==> config.mk <==
export PLATFORM = sky130hd
export DESIGN_NAME = interrupt_arbiter
export DESIGN_NICKNAME = d
export VERILOG_FILES = /design/src/rtl/common_pkg.sv /design/src/rtl/int_priority_enc.sv /design/src/rtl/interrupt_arbiter.sv
export SDC_FILE = /design/constraint.sdc
export NUM_CORES = 1
export LEC_CHECK = 0
export CAP_MARGIN = 40
export CORE_MARGIN = 1.5
export CORE_UTILIZATION = 42
export DETAILED_ROUTE_END_ITERATION = 8
export PLACE_DENSITY = 0.79
export SLEW_MARGIN = 0
export SYNTH_ARGS = -nofsm -noshare
export SYNTH_HDL_FRONTEND = slang
export SYNTH_HIERARCHICAL = 1
export SYNTH_SLANG_ARGS = --single-unit
==> constraint.sdc <==
create_clock -name clk -period 3.05 [get_ports clk]
set_input_delay 0.4575 -clock clk [delete_from_list [all_inputs] [get_ports clk]]
set_output_delay 0.4575 -clock clk [all_outputs]
set_load 0.1 [all_outputs]
==> src/rtl/common_pkg.sv <==
// ---------------------------------------------------------------------------
// common_pkg
// Shared constants and types for the FP51 core peripherals.
//
// Contents used by the interrupt arbiter:
//   NUM_OF_INT         number of interrupt sources wired to the core
//   ADDR_WIDTH         width of a code address / interrupt vector
//   INT_VECTOR_BASE    vector address of interrupt source 0
//   INT_VECTOR_STRIDE  byte spacing between consecutive interrupt vectors
//   int_arb_state_t    arbiter handshake states
//   intVectorAddr()    vector address of a given source index
// ---------------------------------------------------------------------------
package common_pkg;

    localparam int NUM_OF_INT = 7;
    localparam int ADDR_WIDTH = 16;

    localparam logic [ADDR_WIDTH-1:0] INT_VECTOR_BASE   = 16'h0003;
    localparam int                    INT_VECTOR_STRIDE = 8;

    typedef enum logic [0:0] {
        INT_ARB_IDLE,
        INT_ARB_REQ
    } int_arb_state_t;

    // The whole sum wraps at ADDR_WIDTH bits, matching the CPU's
    // program counter arithmetic.
    function automatic logic [ADDR_WIDTH-1:0] intVectorAddr(
        input logic [ADDR_WIDTH-1:0] base,
        input int                    stride,
        input int                    idx
    );
        return base + ADDR_WIDTH'(idx) * ADDR_WIDTH'(stride);
    endfunction

endpackage

==> src/rtl/int_priority_enc.sv <==
// ---------------------------------------------------------------------------
// int_priority_enc
// Lowest-index-first priority encoder. Reports whether any request bit is
// set and, if so, the index of the lowest set bit.
//
// Ports:
//   req_i    [WIDTH-1:0]  request vector
//   found_o               at least one bit of req_i is set
//   idx_o    [IDX_W-1:0]  index of the lowest set bit (0 when none)
// ---------------------------------------------------------------------------
module int_priority_enc #(
    parameter int WIDTH = 8,
    parameter int IDX_W = (WIDTH > 1) ? $clog2(WIDTH) : 1
) (
    input  logic [WIDTH-1:0] req_i,
    output logic             found_o,
    output logic [IDX_W-1:0] idx_o
);

    // Scanning from the top down lets each lower set bit overwrite the
    // previous result, so the last write is the lowest index.
    always_comb begin
        found_o = 1'b0;
        idx_o   = '0;
        for (int i = WIDTH - 1; i >= 0; i--) begin
            if (req_i[i]) begin
                found_o = 1'b1;
                idx_o   = IDX_W'(i);
            end
        end
    end

endmodule

==> src/rtl/interrupt_arbiter.sv <==
// ---------------------------------------------------------------------------
// interrupt_arbiter
// Two-level priority interrupt controller for the FP51 core. Latches
// peripheral request pulses, applies EA / IE mask / IP priority, and hands
// one vector at a time to the CPU over an int_gen/int_ack handshake while
// tracking which priority levels are currently in service.
//
// Ports:
//   clk         system clock
//   reset_n     synchronous active-low reset
//   int_req     one-cycle request pulses, one per source
//   ie_global   EA bit
//   ie_mask     per-source enable (IE)
//   ip_high     per-source high-priority select (IP)
//   int_ack     CPU has taken the presented vector
//   reti        one-cycle pulse when the CPU executes RETI
//   int_gen     interrupt request to the CPU
//   int_vector  vector address, stable while int_gen is high
//   pending     latched pending flags
//   in_service  bit1 = high level in service, bit0 = low level in service
// ---------------------------------------------------------------------------
module interrupt_arbiter
    import common_pkg::*;
#(
    parameter int                    NUM_OF_SOURCES = NUM_OF_INT,
    parameter logic [ADDR_WIDTH-1:0] VECTOR_BASE    = INT_VECTOR_BASE,
    parameter int                    VECTOR_STRIDE  = INT_VECTOR_STRIDE
) (
    input  logic                      clk,
    input  logic                      reset_n,
    input  logic [NUM_OF_SOURCES-1:0] int_req,
    input  logic                      ie_global,
    input  logic [NUM_OF_SOURCES-1:0] ie_mask,
    input  logic [NUM_OF_SOURCES-1:0] ip_high,
    input  logic                      int_ack,
    input  logic                      reti,
    output logic                      int_gen,
    output logic [ADDR_WIDTH-1:0]     int_vector,
    output logic [NUM_OF_SOURCES-1:0] pending,
    output logic [1:0]                in_service
);

    localparam int IDX_W = (NUM_OF_SOURCES > 1) ? $clog2(NUM_OF_SOURCES) : 1;

    int_arb_state_t              state_q, state_d;
    logic [NUM_OF_SOURCES-1:0]   pending_q, pending_d;
    logic [1:0]                  inService_q, inService_d;
    logic [IDX_W-1:0]            idx_q, idx_d;
    logic [ADDR_WIDTH-1:0]       vector_q, vector_d;

    logic [NUM_OF_SOURCES-1:0]   eligible;
    logic [NUM_OF_SOURCES-1:0]   hiCand;
    logic [NUM_OF_SOURCES-1:0]   loCand;
    logic                        hiFound;
    logic                        loFound;
    logic [IDX_W-1:0]            hiIdx;
    logic [IDX_W-1:0]            loIdx;
    logic [IDX_W-1:0]            winIdx;
    logic                        anyCand;
    logic                        winnerOk;
    logic                        ackTake;

    // Candidate groups. A high source may preempt anything except another
    // high handler; a low source needs both levels idle.
    always_comb begin
        eligible = pending_q & ie_mask & {NUM_OF_SOURCES{ie_global}};
        hiCand   = eligible & ip_high & {NUM_OF_SOURCES{~inService_q[1]}};
        loCand   = eligible & ~ip_high & {NUM_OF_SOURCES{inService_q == 2'b00}};
    end

    int_priority_enc #(
        .WIDTH (NUM_OF_SOURCES),
        .IDX_W (IDX_W)
    ) u_hiEnc (
        .req_i   (hiCand),
        .found_o (hiFound),
        .idx_o   (hiIdx)
    );

    int_priority_enc #(
        .WIDTH (NUM_OF_SOURCES),
        .IDX_W (IDX_W)
    ) u_loEnc (
        .req_i   (loCand),
        .found_o (loFound),
        .idx_o   (loIdx)
    );

    // The high group always beats the low group. winnerOk re-evaluates the
    // frozen winner against the current EA/IE/IP and in-service state, so a
    // priority change that removes its right to preempt also withdraws it.
    always_comb begin
        anyCand  = hiFound | loFound;
        winIdx   = hiFound ? hiIdx : loIdx;
        winnerOk = hiCand[idx_q] | loCand[idx_q];
        ackTake  = (state_q == INT_ARB_REQ) & int_ack;
    end

    // State register and all datapath registers.
    always_ff @(posedge clk) begin
        if (!reset_n) begin
            state_q     <= INT_ARB_IDLE;
            pending_q   <= '0;
            inService_q <= 2'b00;
            idx_q       <= '0;
            vector_q    <= '0;
        end else begin
            state_q     <= state_d;
            pending_q   <= pending_d;
            inService_q <= inService_d;
            idx_q       <= idx_d;
            vector_q    <= vector_d;
        end
    end

    // Next-state logic. Ack takes precedence over withdrawal.
    always_comb begin
        state_d = state_q;
        case (state_q)
            INT_ARB_IDLE: begin
                if (anyCand) begin
                    state_d = INT_ARB_REQ;
                end
            end
            INT_ARB_REQ: begin
                if (int_ack) begin
                    state_d = INT_ARB_IDLE;
                end else if (!winnerOk) begin
                    state_d = INT_ARB_IDLE;
                end
            end
            default: state_d = INT_ARB_IDLE;
        endcase
    end

    // Datapath next values. Applying the ack clear before OR-ing in new
    // requests makes a same-cycle request win. RETI works on the pre-cycle
    // in-service value and the ack set is applied afterwards, so a set of
    // the same bit wins over the clear.
    always_comb begin
        pending_d = pending_q;
        if (ackTake) begin
            pending_d[idx_q] = 1'b0;
        end
        pending_d = pending_d | int_req;

        inService_d = inService_q;
        if (reti) begin
            if (inService_q[1]) begin
                inService_d[1] = 1'b0;
            end else if (inService_q[0]) begin
                inService_d[0] = 1'b0;
            end
        end
        if (ackTake) begin
            if (ip_high[idx_q]) begin
                inService_d[1] = 1'b1;
            end else begin
                inService_d[0] = 1'b1;
            end
        end

        idx_d    = idx_q;
        vector_d = vector_q;
        if ((state_q == INT_ARB_IDLE) && anyCand) begin
            idx_d    = winIdx;
            vector_d = intVectorAddr(VECTOR_BASE, VECTOR_STRIDE, int'(winIdx));
        end
    end

    // Outputs come straight from registers.
    always_comb begin
        int_gen    = (state_q == INT_ARB_REQ);
        int_vector = vector_q;
        pending    = pending_q;
        in_service = inService_q;
    end

endmodule

==> results.py, run 1 <==
metrics = {
    "global_routing": {
        "grt_pass1_vias": 1299,
        "grt_pass1_wl_um": 5750,
        "grt-ovfl-total": 0,
        "antenna_found_initial": 0,
        "grt_max_degree": 17,
        "grt_util_all_layers": 0.227,
    },
    "pwr": {
        "irDropWorstVdd_v": 0.000379,
        "total_power_mw": 0.795,
        "p_per_area_mw_per_mm2": 514,
        "power_leakage_nw": 0.613,
    },
    "clock_network": {
        "hold_buffers": 0,
        "post-cts-setup-buffers": 0,
        "clk_latency_ns": 0.29,
        "cts_max_path_buffers": 2,
        "cts_root_buf": "clkbuf_4",
        "clkSlewWorstSetupHoldPaths_ns": 0.10,
        "cts_tree": "built",
        "htree_levels": 1,
        "cts_buffers": 3,
        "clock_sinks": 14,
        "post_cts_resized": 0,
    },
    "routing": {
        "via_per_inst": 5.75,
        "ant_nets": 0,
        "wl_met3_um": 314,
        "drt_iter0_drc": 48,
        "wl_met1_um": 1440,
        "drtPass1Iterations": 5,
        "met2WireLength_um": 1760,
        "drt-total-wl_um": 3560,
        "dr.max_layer_used": "met4",
        "routed-via-count": 1334,
        "drt-wirelength-per-cell_um": 15.3,
        "drc": 0,
    },
    "worst_setup_path": {
        "critical_path.slowest_cell": "or3b_2",
        "reg2reg_to": "int_gen",
        "r2r_setup_slack_ns": 0.54,
        "crit_path_end": "int_gen",
        "worstSetupPathType": "input port to flop",
        "critical_path_arrival_ns": 2.98,
        "path_buf_inv": 1,
        "crit_chain": "clkdlybuf4s50_1, or3b_2, nor3_1, nor4_2, nand2_1, nor2_1, or2_2, o221a_1, o32ai_1",
        "start_kind": "input port",
        "crit_path_start": "ie_global",
        "r2r_cells": 8,
        "crit_family": "simple AND/OR/NAND/NOR gates",
        "critPathMaxFanout": 9,
        "crit_required_ns": 3.25,
        "setup.worst_path.end_class": "flop",
        "critical-path-max-stage-delay_ns": 0.56,
        "r2r-start": "in_service[1]",
        "critical_path_depth": 9,
    },
    "synthesis": {
        "synthFlopType": "dfxtp_1",
        "syn_area_per_cell_um2": 7.15,
        "synth_area_mm2": 0.00117,
        "yosysSeqAreaShare": 0.239,
        "synth_cell_types": 33,
        "synthArstFlopShare": 0,
        "yosys_warnings": 6,
        "ys_ff_latch": 14,
        "synthCells": 164,
        "synth_enable_flop_cells": 0,
    },
    "sta": {
        "clock.fmax_ghz": 0.360,
        "rsz0062_at_grt": "false",
        "skew_ns": 0.00342,
        "whs_ns": 0.504,
        "fin_ws_ns": 0.270,
        "tightest_slew_ns": 0.599,
        "setup-violations-final": 0,
        "fin_crit_ns": 2.78,
        "report.final.slew_viol_count": 0,
        "hold_viol_final": 0,
        "period_share": 0.911,
        "slew-limit-headroom": 0.600,
        "totalNegativeSetupSlack_ns": 0,
    },
    "placed_design": {
        "portBuffers": 40,
        "postPlaceCellArea_mm2": 0.00151,
        "gp_congestion": 0.986,
        "dpl.cell_count": 228,
        "pre_cts_ws_ns": 0.0263,
        "dp.final_hpwl_um": 2810,
    },
    "finish": {
        "final_core_util": 0.602,
        "final_nets": 229,
        "num_antenna_cells": 0,
        "design_area_mm2": 0.00155,
        "synthToLayoutAreaGrowth_pct": 31.9,
        "multi_input_area_um2": 754,
        "drive_above_1_share": 0.139,
        "final_cells": 232,
        "fillers": 259,
        "regArea_um2": 280,
    },
    "floorplan": {
        "start_util": 0.457,
        "coreArea_mm2": 0.00257,
        "rows": 18,
        "ios": 52,
        "die_y_um": 55.8,
        "die_w_um": 55.8,
        "design.die.area_mm2": 0.00312,
    },
    "job": {
        "max-cap-violations": 0,
    },
    "worst_hold_path": {
        "hold_path.class": "flop to flop",
    },
    "status": {
        "outcome": "finished clean",
    },
}
[worst min-delay path: cells and delay by family, from the launching register on]
kind / cells / cell delay [ns]
flops: 1 / 0.33
compound gates: 2 / 0.13
[cells by family after synthesis]
| group | synth area share |
|---|---|
| AO/OA/AOI/OAI | 0.197 |
| multiplexers | 0.0896 |
| AND/OR/NAND/NOR | 0.321 |
| buffers and inverters | 0.149 |
| flip-flops | 0.239 |
| other | 0.00320 |
[Yosys cell counts (all sizes together) (2+ instances only)]
master,count,area share
mux4,2,0.038
nand2,14,0.045
nor2,17,0.054
clkbuf,4,0.013
o31ai,2,0.013
o311ai,2,0.015
o21ai,7,0.030
mux2i,6,0.051
inv,14,0.045
nand2b,2,0.011
a211oi,6,0.038
nor3,12,0.051
nand4b,4,0.030
o21bai,2,0.013
nand3,10,0.043
nor2b,4,0.021
nor4,4,0.032
dfxtp,14,0.24
buf,15,0.092
a21oi,12,0.051
[sequential cells by signal, indices dropped and copies added, names as in the netlist]
name,count
pending,7
idx_q,2
in_service,2
int_vector,2
int_gen,1
[where the power goes]
| part | internal (mW) | switching (mW) |
|---|---|---|
| Sequential | 0.201 | 0.0440 |
| Combinational | 0.113 | 0.294 |
| Clock | 0.0728 | 0.0711 |
[worst min-delay path by stage]
stage,from,endpoint,slack [ns],cells past startpoint
finish,pending[6],pending[6],0.50,2
global route,pending[6],pending[6],0.54,2
CTS,pending[6],pending[6],0.51,2
detailed placement,int_vector[1],int_vector[1],0.50,2
global placement,int_vector[1],int_vector[1],0.48,2
floorplan,int_req[0],pending[0],0.59,2
[cell type report]
| cell class | count | area share |
|---|---|---|
| inverters | 14 | 0.0340 |
| multi-input cells | 127 | 0.488 |
| clock buffers | 4 | 0.0235 |
| well taps | 30 | 0.0243 |
| flip-flops and latches | 14 | 0.181 |
| repair buffers | 43 | 0.249 |
[layer usage]
metal / global-route usage / vias up
met1: 0.276 / 605
met2: 0.398 / 79
met3: 0.0442 / 10
met5: 0 / -
met4: 0.0816 / 0
li1: - / 640
[placed cells by master, fill, tap and decap left out, types with 2 or more instances in the layout]
| master | instances |
|---|---|
| clkdlybuf4s50_1 | 25 |
| buf_4 | 18 |
| nor2_1 | 17 |
| nand2_1 | 14 |
| inv_1 | 14 |
| dfxtp_1 | 14 |
| nor3_1 | 12 |
| a21oi_1 | 12 |
| conb_1 | 11 |
| nand3_1 | 10 |
| o21ai_0 | 7 |
| mux2i_1 | 6 |
| a211oi_1 | 6 |
| nand4b_1 | 4 |
| nor2b_1 | 4 |
| clkbuf_4 | 3 |
| nand2b_1 | 2 |
| o31ai_1 | 2 |
| mux4_2 | 2 |
| nor4_1 | 2 |
| o311ai_0 | 2 |
| o21bai_1 | 2 |
| nor4_2 | 2 |
Power figures use the tool's default switching activity.
==> run 2, diff against run 1 <==
CORE_ASPECT_RATIO = 1.2   (was not set)
==> run 2 against run 1 <==
Final cell count rose by 0.43%. Clock-buffer cell count did not move. Via count rose by 1.6%. Non-clock buffer count fell by 2. Hold slack improved by 0.0019 ns. Clock power barely moved. Cell area fell by 0.73%. Largest cell class unchanged.
==> results.py, run 2 (synthesized netlist as in run 1, its figures left out) <==
metrics = {
    "worst_setup_path": {
        "r2r-start": "in_service[1]",
        "crit_required_ns": 3.23,
        "start_kind": "input port",
        "worstSetupPathType": "input port to flop",
        "setup.worst_path.end_class": "flop",
        "reg2reg_to": "int_gen",
        "r2r_cells": 8,
        "critPathMaxFanout": 9,
        "r2r_setup_slack_ns": 0.52,
        "critical_path_arrival_ns": 2.98,
    },
    "clock_network": {
        "hold_buffers": 0,
        "cts_max_path_buffers": 2,
        "clkSlewWorstSetupHoldPaths_ns": 0.10,
        "clk_latency_ns": 0.28,
        "post-cts-setup-buffers": 0,
        "cts_root_buf": "clkbuf_4",
        "post_cts_resized": 0,
        "htree_levels": 1,
        "clock_sinks": 14,
        "cts_tree": "built",
        "cts_buffers": 3,
    },
    "finish": {
        "num_antenna_cells": 0,
        "synthToLayoutAreaGrowth_pct": 30.9,
        "largest_reg_flops": 7,
        "fillers": 246,
        "layout_commonest_cell": "clkdlybuf4s50_1",
        "final_cell_mix": "clkdlybuf4s50_1, nor2_1, buf_4",
        "drive_above_1_share": 0.130,
        "final_nets": 227,
        "final_core_util": 0.590,
    },
    "floorplan": {
        "die_y_um": 60.9,
        "coreArea_mm2": 0.00260,
        "die_w_um": 51.2,
        "design.die.area_mm2": 0.00312,
        "start_util": 0.450,
        "ios": 52,
        "rows": 20,
    },
    "placed_design": {
        "gp_congestion": 0.904,
        "portBuffers": 40,
        "dp.final_hpwl_um": 2620,
    },
    "sta": {
        "clock.fmax_ghz": 0.357,
        "period_share": 0.919,
        "fin_crit_ns": 2.80,
        "report.final.slew_viol_count": 0,
        "setup-violations-final": 0,
        "skew_ns": 0.00892,
        "slew-limit-headroom": 0.602,
        "tightest_slew_ns": 0.597,
        "hold_viol_final": 0,
        "rsz0062_at_grt": "false",
        "totalNegativeSetupSlack_ns": 0,
        "whs_ns": 0.506,
    },
    "worst_hold_path": {
        "holdPathStages": 2,
        "hold_path_end": "pending[6]",
        "hold_path.class": "flop to flop",
        "hp-start": "pending[6]",
    },
    "routing": {
        "via_per_inst": 5.82,
        "drt_iter0_drc": 66,
        "drt-total-wl_um": 3320,
        "drt-wirelength-per-cell_um": 14.3,
        "ant_nets": 0,
        "routed-via-count": 1355,
        "drc": 0,
        "drtPass1Iterations": 4,
    },
    "status": {
        "outcome": "finished clean",
    },
    "pwr": {
        "power_leakage_nw": 0.603,
        "irDropWorstVdd_v": 0.000319,
        "p_per_area_mw_per_mm2": 512,
    },
    "global_routing": {
        "grt-ovfl-total": 0,
        "grt_max_degree": 17,
        "grt_util_all_layers": 0.230,
        "grt_pass1_vias": 1268,
        "grt_pass1_wl_um": 5440,
        "antenna_found_initial": 0,
    },
    "job": {
        "max-cap-violations": 0,
    },
}
-- run 2: how the worst max path moves through the flow --
stage | to | cells past startpoint | from
finish | int_gen | 9 | ie_global
global route | int_gen | 9 | ie_global
CTS | int_gen | 9 | ie_global
detailed placement | int_gen | 9 | ie_global
global placement | int_gen | 9 | ie_global
floorplan | int_gen | 9 | in_service[1]
-- run 2: critical path: stages --
cell             delay, ns
clkdlybuf4s50_1       0.48
or3b_2                0.57
nor3_1                0.42
nor4_2                0.12
nand2_1               0.09
nor2_1                0.05
or2_2                 0.28
o221a_1               0.24
o32ai_1               0.29
-- run 2: stage by stage --
stage / worst slack (ns) / instance area (um2) / instances / total power, mW
after global routing: 0.167 / 1540 / 233 / 0.817
after global placement: 0.190 / 1500 / 229 / 0.642
after floorplan: 0.264 / 1210 / 174 / 0.561
after CTS: 0.337 / 1540 / 233 / 0.785
after detailed placement: 0.0605 / 1500 / 229 / 0.645
final: 0.246 / 1540 / 233 / 0.786
-- run 2: layer usage --
| metal | track usage | wire length, um | vias to the layer above |
|---|---|---|---|
| li1 | - | - | 638 |
| met1 | 0.257 | 1270 | 596 |
| met2 | 0.421 | 1600 | 101 |
| met5 | 0 | 0 | - |
| met4 | 0.124 | 159 | 0 |
| met3 | 0.0345 | 296 | 20 |
-- run 2: report_power, final --
| part | total, mW | switching [mW] | internal, mW |
|---|---|---|---|
| Sequential | 0.244 | 0.0426 | 0.201 |
| Clock | 0.141 | 0.0689 | 0.0725 |
| Combinational | 0.401 | 0.290 | 0.111 |
| Total | 0.786 | 0.401 | 0.385 |
-- run 2: cell type report --
class                   instances  area, um2  share of cell area
well taps                      33       41.3              0.0269
repair buffers                 41        370               0.241
inverters                      14       52.6              0.0342
clock buffers                   4       36.3              0.0236
multi-input cells             127        754               0.491
flip-flops and latches         14        280               0.183
==> patch 1 (settings of run 1) <==
Make the reset (`reset_n`) asynchronous in one clocked block. Comments in the files are not updated.
--- a/src/rtl/interrupt_arbiter.sv
+++ b/src/rtl/interrupt_arbiter.sv
@@ -99,3 +99,3 @@
     // State register and all datapath registers.
-    always_ff @(posedge clk) begin
+    always_ff @(posedge clk or negedge reset_n) begin
         if (!reset_n) begin
Check against the original RTL: differs if reset_n is asserted again (counterexample within 4 cycles, from zero or initial values and one cycle with reset_n low); with reset_n held inactive, the same outputs for 10 cycles.
==> patch 1 against run 1 <==
- sequential cell count unchanged
- clock skew is 0.0032 ns higher
- sequential share of layout area grew 4.7 points
- routed wire length shrank 8.3%
- cell area shrank 0.65%
- total power grew 52%
- synthesized area up 4.3%
- cell count shrank 6.9%
- worst setup slack better by 0.51 ns
==> patch 1: results (changes against run 1) <==
antenna violations before repair = 0 (unchanged)
pre-CTS setup slack = 0.479 ns (+0.453 ns)
CP max-delay cell = clkdlybuf4s50_1
GRT met1 Usage = 27.5% (about the same)
Final Hold Slack = 0.519 ns (+0.0146 ns)
outcome = complete, no violations
asr flop ratio synth = 100% (+100 points)
GR Util met2 = 37.9% (-1.9 points)
crit-path max cell delay = 0.53 ns (-0.03 ns)
Worst-Margin Slew = 0.651 ns (+0.0521 ns)
drt first pass iters = 4 (-1)
Netlist cell types = 42 (+27%)
Commonest cells post-synth = 17 x nand2_1, 14 x dfrtp_1, 13 x buf_4
CP startpoint = ie_global
peak supply drop = 0.000665 V (+75%)
share of post-route cells with drive strength above 1 = 14.6% (+0.73 points)
ys flop type = dfrtp_1
routability cong. = 0.893 (-9.4%)
global-route wire length before repair = 5490 µm (-4.6%)
Final nets = 213 (-7.0%)
fin crit share = 74.6% (-17 points)
vias = 1216 (-8.8%)
GR Layer Usage met3 = 4.31% (-0.11 points)
clock slew at reported path FFs = 0.08 ns (-0.02 ns)
Synth area leaders = dfrtp_1 29%, buf_4 8.0%, nand2_1 5.2%
GRT Util Overall = 21.4% (-1.3 points)
Reg2Reg Depth = 9 (+1)
FF-to-FF setup slack = 1.00 ns (+0.46 ns)
worst reg2reg path startpoint = in_service[1]
Worst EP arrival = 2.43 ns (-0.55 ns)
crit path to = idx_q[1]
total wire length = 3270 µm (-8.3%)
HPWL Detailed = 2670 µm (-5.1%)
Initial DRC Count = 47 (-2.1%)
patch 1: worst min-delay path by stage:
stage | startpoint | to | cells after the start
final | int_vector[1] | int_vector[1] | 1
after global routing | pending[4] | pending[4] | 1
after CTS | int_vector[1] | int_vector[1] | 1
after detailed placement | int_vector[1] | int_vector[1] | 1
after global placement | int_vector[1] | int_vector[1] | 1
after floorplan | reset_n | idx_q[0] | 0
patch 1: kinds of logic (layout without fill, tap and decap cells):
family,Yosys count,in the layout,share of synthesized area (%)
AND/OR/NAND/NOR,73,73,32.9
AO/OA/AOI/OAI,34,34,19.4
buffers and inverters,22,48,13.6
flip-flops,14,14,28.7
multiplexers,5,5,5.12
other,1,11,0.307
patch 1: where the power goes:
| group | switching (mW) | total [mW] | internal, mW | leakage (nW) |
|---|---|---|---|---|
| Clock | 0.0574 | 0.103 | 0.0457 | 0.0138 |
| Sequential | 0.0974 | 0.323 | 0.225 | 0.149 |
| Combinational | 0.559 | 0.786 | 0.228 | 0.459 |
patch 1: layout make-up:
type	count	share of cell area, %
Clock buffer	3	1.47
Inverter	5	1.22
Multi-Input combinational cell	123	48.4
Sequential cell	14	22.8
Tap cell	31	2.52
Timing Repair Buffer	40	23.6
patch 1: worst reg2reg max path, stage by stage, from the launching register on:
cell and delay [ns]:
dfrtp_1 0.41, nand2b_4 0.19, or2_4 0.28, nor3_1 0.30, nor2_1 0.09, a211oi_1 0.24, nor3_1 0.06, and3b_1 0.19
a21oi_1 0.10, o21ai_0 0.08
patch 1: per-layer routing:
metal	part of all wire [%]	up-vias	wire, µm
met1	40	562	1300
met3	8.3	2	270
met4	0.61	0	20
met2	51	63	1680
met5	0	-	0
li1	-	589	-
patch 1: per-stage QoR:
step	area, µm²	std cells
floorplan	1260	159
global placement	1510	213
detailed placement	1510	213
CTS	1540	216
global route	1540	216
finish	1540	216
==> patch 2 (flow settings as in run 1) <==
Without the edit above. Set the package constant `ADDR_WIDTH` to 15 (it was 16).
--- a/src/rtl/common_pkg.sv
+++ b/src/rtl/common_pkg.sv
@@ -15,3 +15,3 @@
     localparam int NUM_OF_INT = 7;
-    localparam int ADDR_WIDTH = 16;
+    localparam int ADDR_WIDTH = 15;
 
Ports: changed (resized int_vector); port bits go from 52 to 51. The function was not compared with the original's and may differ.
==> patch 2 against run 1 <==
- cell area down 1.2%
- synthesized area down 0.64%
- die area down 0.61%
- routed wire length down 6.8%
- worst setup slack better by 0.023 ns
- total power down 2.2%
- sequential cell count unchanged
==> patch 2: results (changes against run 1) <==
outcome = complete, no violations
clk_lat worst skew = 0.29 ns (about the same)
Final nets = 226 (-1.3%)
GRT Util Overall = 21.5% (-1.3 points)
Worst EP arrival = 2.96 ns (-0.02 ns)
routability cong. = 0.901 (-8.6%)
hold path depth = 2 (unchanged)
Initial DRC Count = 68 (+42%)
Setup Skew = 0.00536 ns (+0.00194 ns)
peak supply drop = 0.000479 V (+26%)
crit-path max cell delay = 0.57 ns
vias per inst = 5.69 (-1.1%)
vias in the first global route = 1199 (-7.7%)
Netlist cell types = 33 (unchanged)
antenna violations before repair = 0 (unchanged)
Leakage = 0.600 nW (-2.2%)
Worst-Margin Slew = 0.572 ns (-0.0271 ns)
global-route wire length before repair = 5390 µm (-6.4%)
Root Buffer = clkbuf_4
Commonest cells post-synth = 17 x nor2_1, 14 x dfxtp_1, 14 x inv_1, 14 x nand2_1
share of post-route cells with drive strength above 1 = 13.1% (-0.80 points)
# fillers = 241 (-6.9%)
WL/cell = 14.5 µm (-5.6%)
drt first pass iters = 4 (-1)
Placed Area = 1490 µm² (-1.2%)
Reg2Reg Depth = 8 (unchanged)
Crit Path Max Fanout = 9 (unchanged)
ys flop type = dfxtp_1
EDFF count, synth = 0 (unchanged)
sequential fraction of the synthesis area = 24.1% (+0.15 points)
pre-CTS setup slack = 0.0168 ns (-0.00952 ns)
HPWL Detailed = 2690 µm (-4.4%)
Synth area leaders = dfxtp_1 24%, buf_4 7.7%, nor2_1 5.5%
setup bufs post-CTS = 0 (unchanged)
## patch 2: cell count changes after synthesis
| cell | delta |
|---|---|
| buf_4 | -1 |
## patch 2: per-stage QoR
stage | hold slack [ns] | instances
after floorplan | 0.587 | 172
after global placement | 0.484 | 225
after detailed placement | 0.493 | 225
after CTS | 0.506 | 229
after global routing | 0.532 | 229
final | 0.501 | 229
## patch 2: path summary, 6_finish.rpt
path / endpoint / from / slack [ns]
worst max-delay path: int_gen / ie_global / 0.29
worst min-delay path: pending[6] / pending[6] / 0.50
worst max register to register: int_gen / in_service[1] / 0.57
worst min register to register: pending[6] / pending[6] / 0.50
## patch 2: area by class of cell
class	count	area [µm²]	share of cell area, %
clock buffer	4	36.3	2.38
inverter	14	52.6	3.44
multi-input combinational	126	751	49.1
sequential	14	280	18.3
tap	30	37.5	2.46
timing repair buffer	41	370	24.2
## patch 2: power breakdown
part / internal, mW / switching (mW)
Sequential: 0.201 / 0.0425
Combinational: 0.111 / 0.285
Clock: 0.0727 / 0.0646
## patch 2: worst min-delay path, cell delays in order (launching register included)
cell and delay, ns:
dfxtp_1 0.33, o21ai_0 0.07, a21oi_1 0.06
## patch 2: layer usage
metal | vias to the layer above | wire length (µm) | global-route usage, %
met4 | 0 | 12 | 2.09
met5 | - | 0 | 0
met1 | 593 | 1420 | 26.7
met3 | 3 | 264 | 4.65
li1 | 639 | - | -
met2 | 67 | 1630 | 38.9
## patch 2: kinds of logic (layout without fill, tap and decap cells)
family,Yosys count,in the layout,synth area share [%]
and+or+nand+nor,72,72,32.3
AOI/OAI and AO/OA,36,36,19.9
buffers and inverters,32,59,14.4
DFF,14,14,24.1
muxes,8,8,9.02
other,1,10,0.322
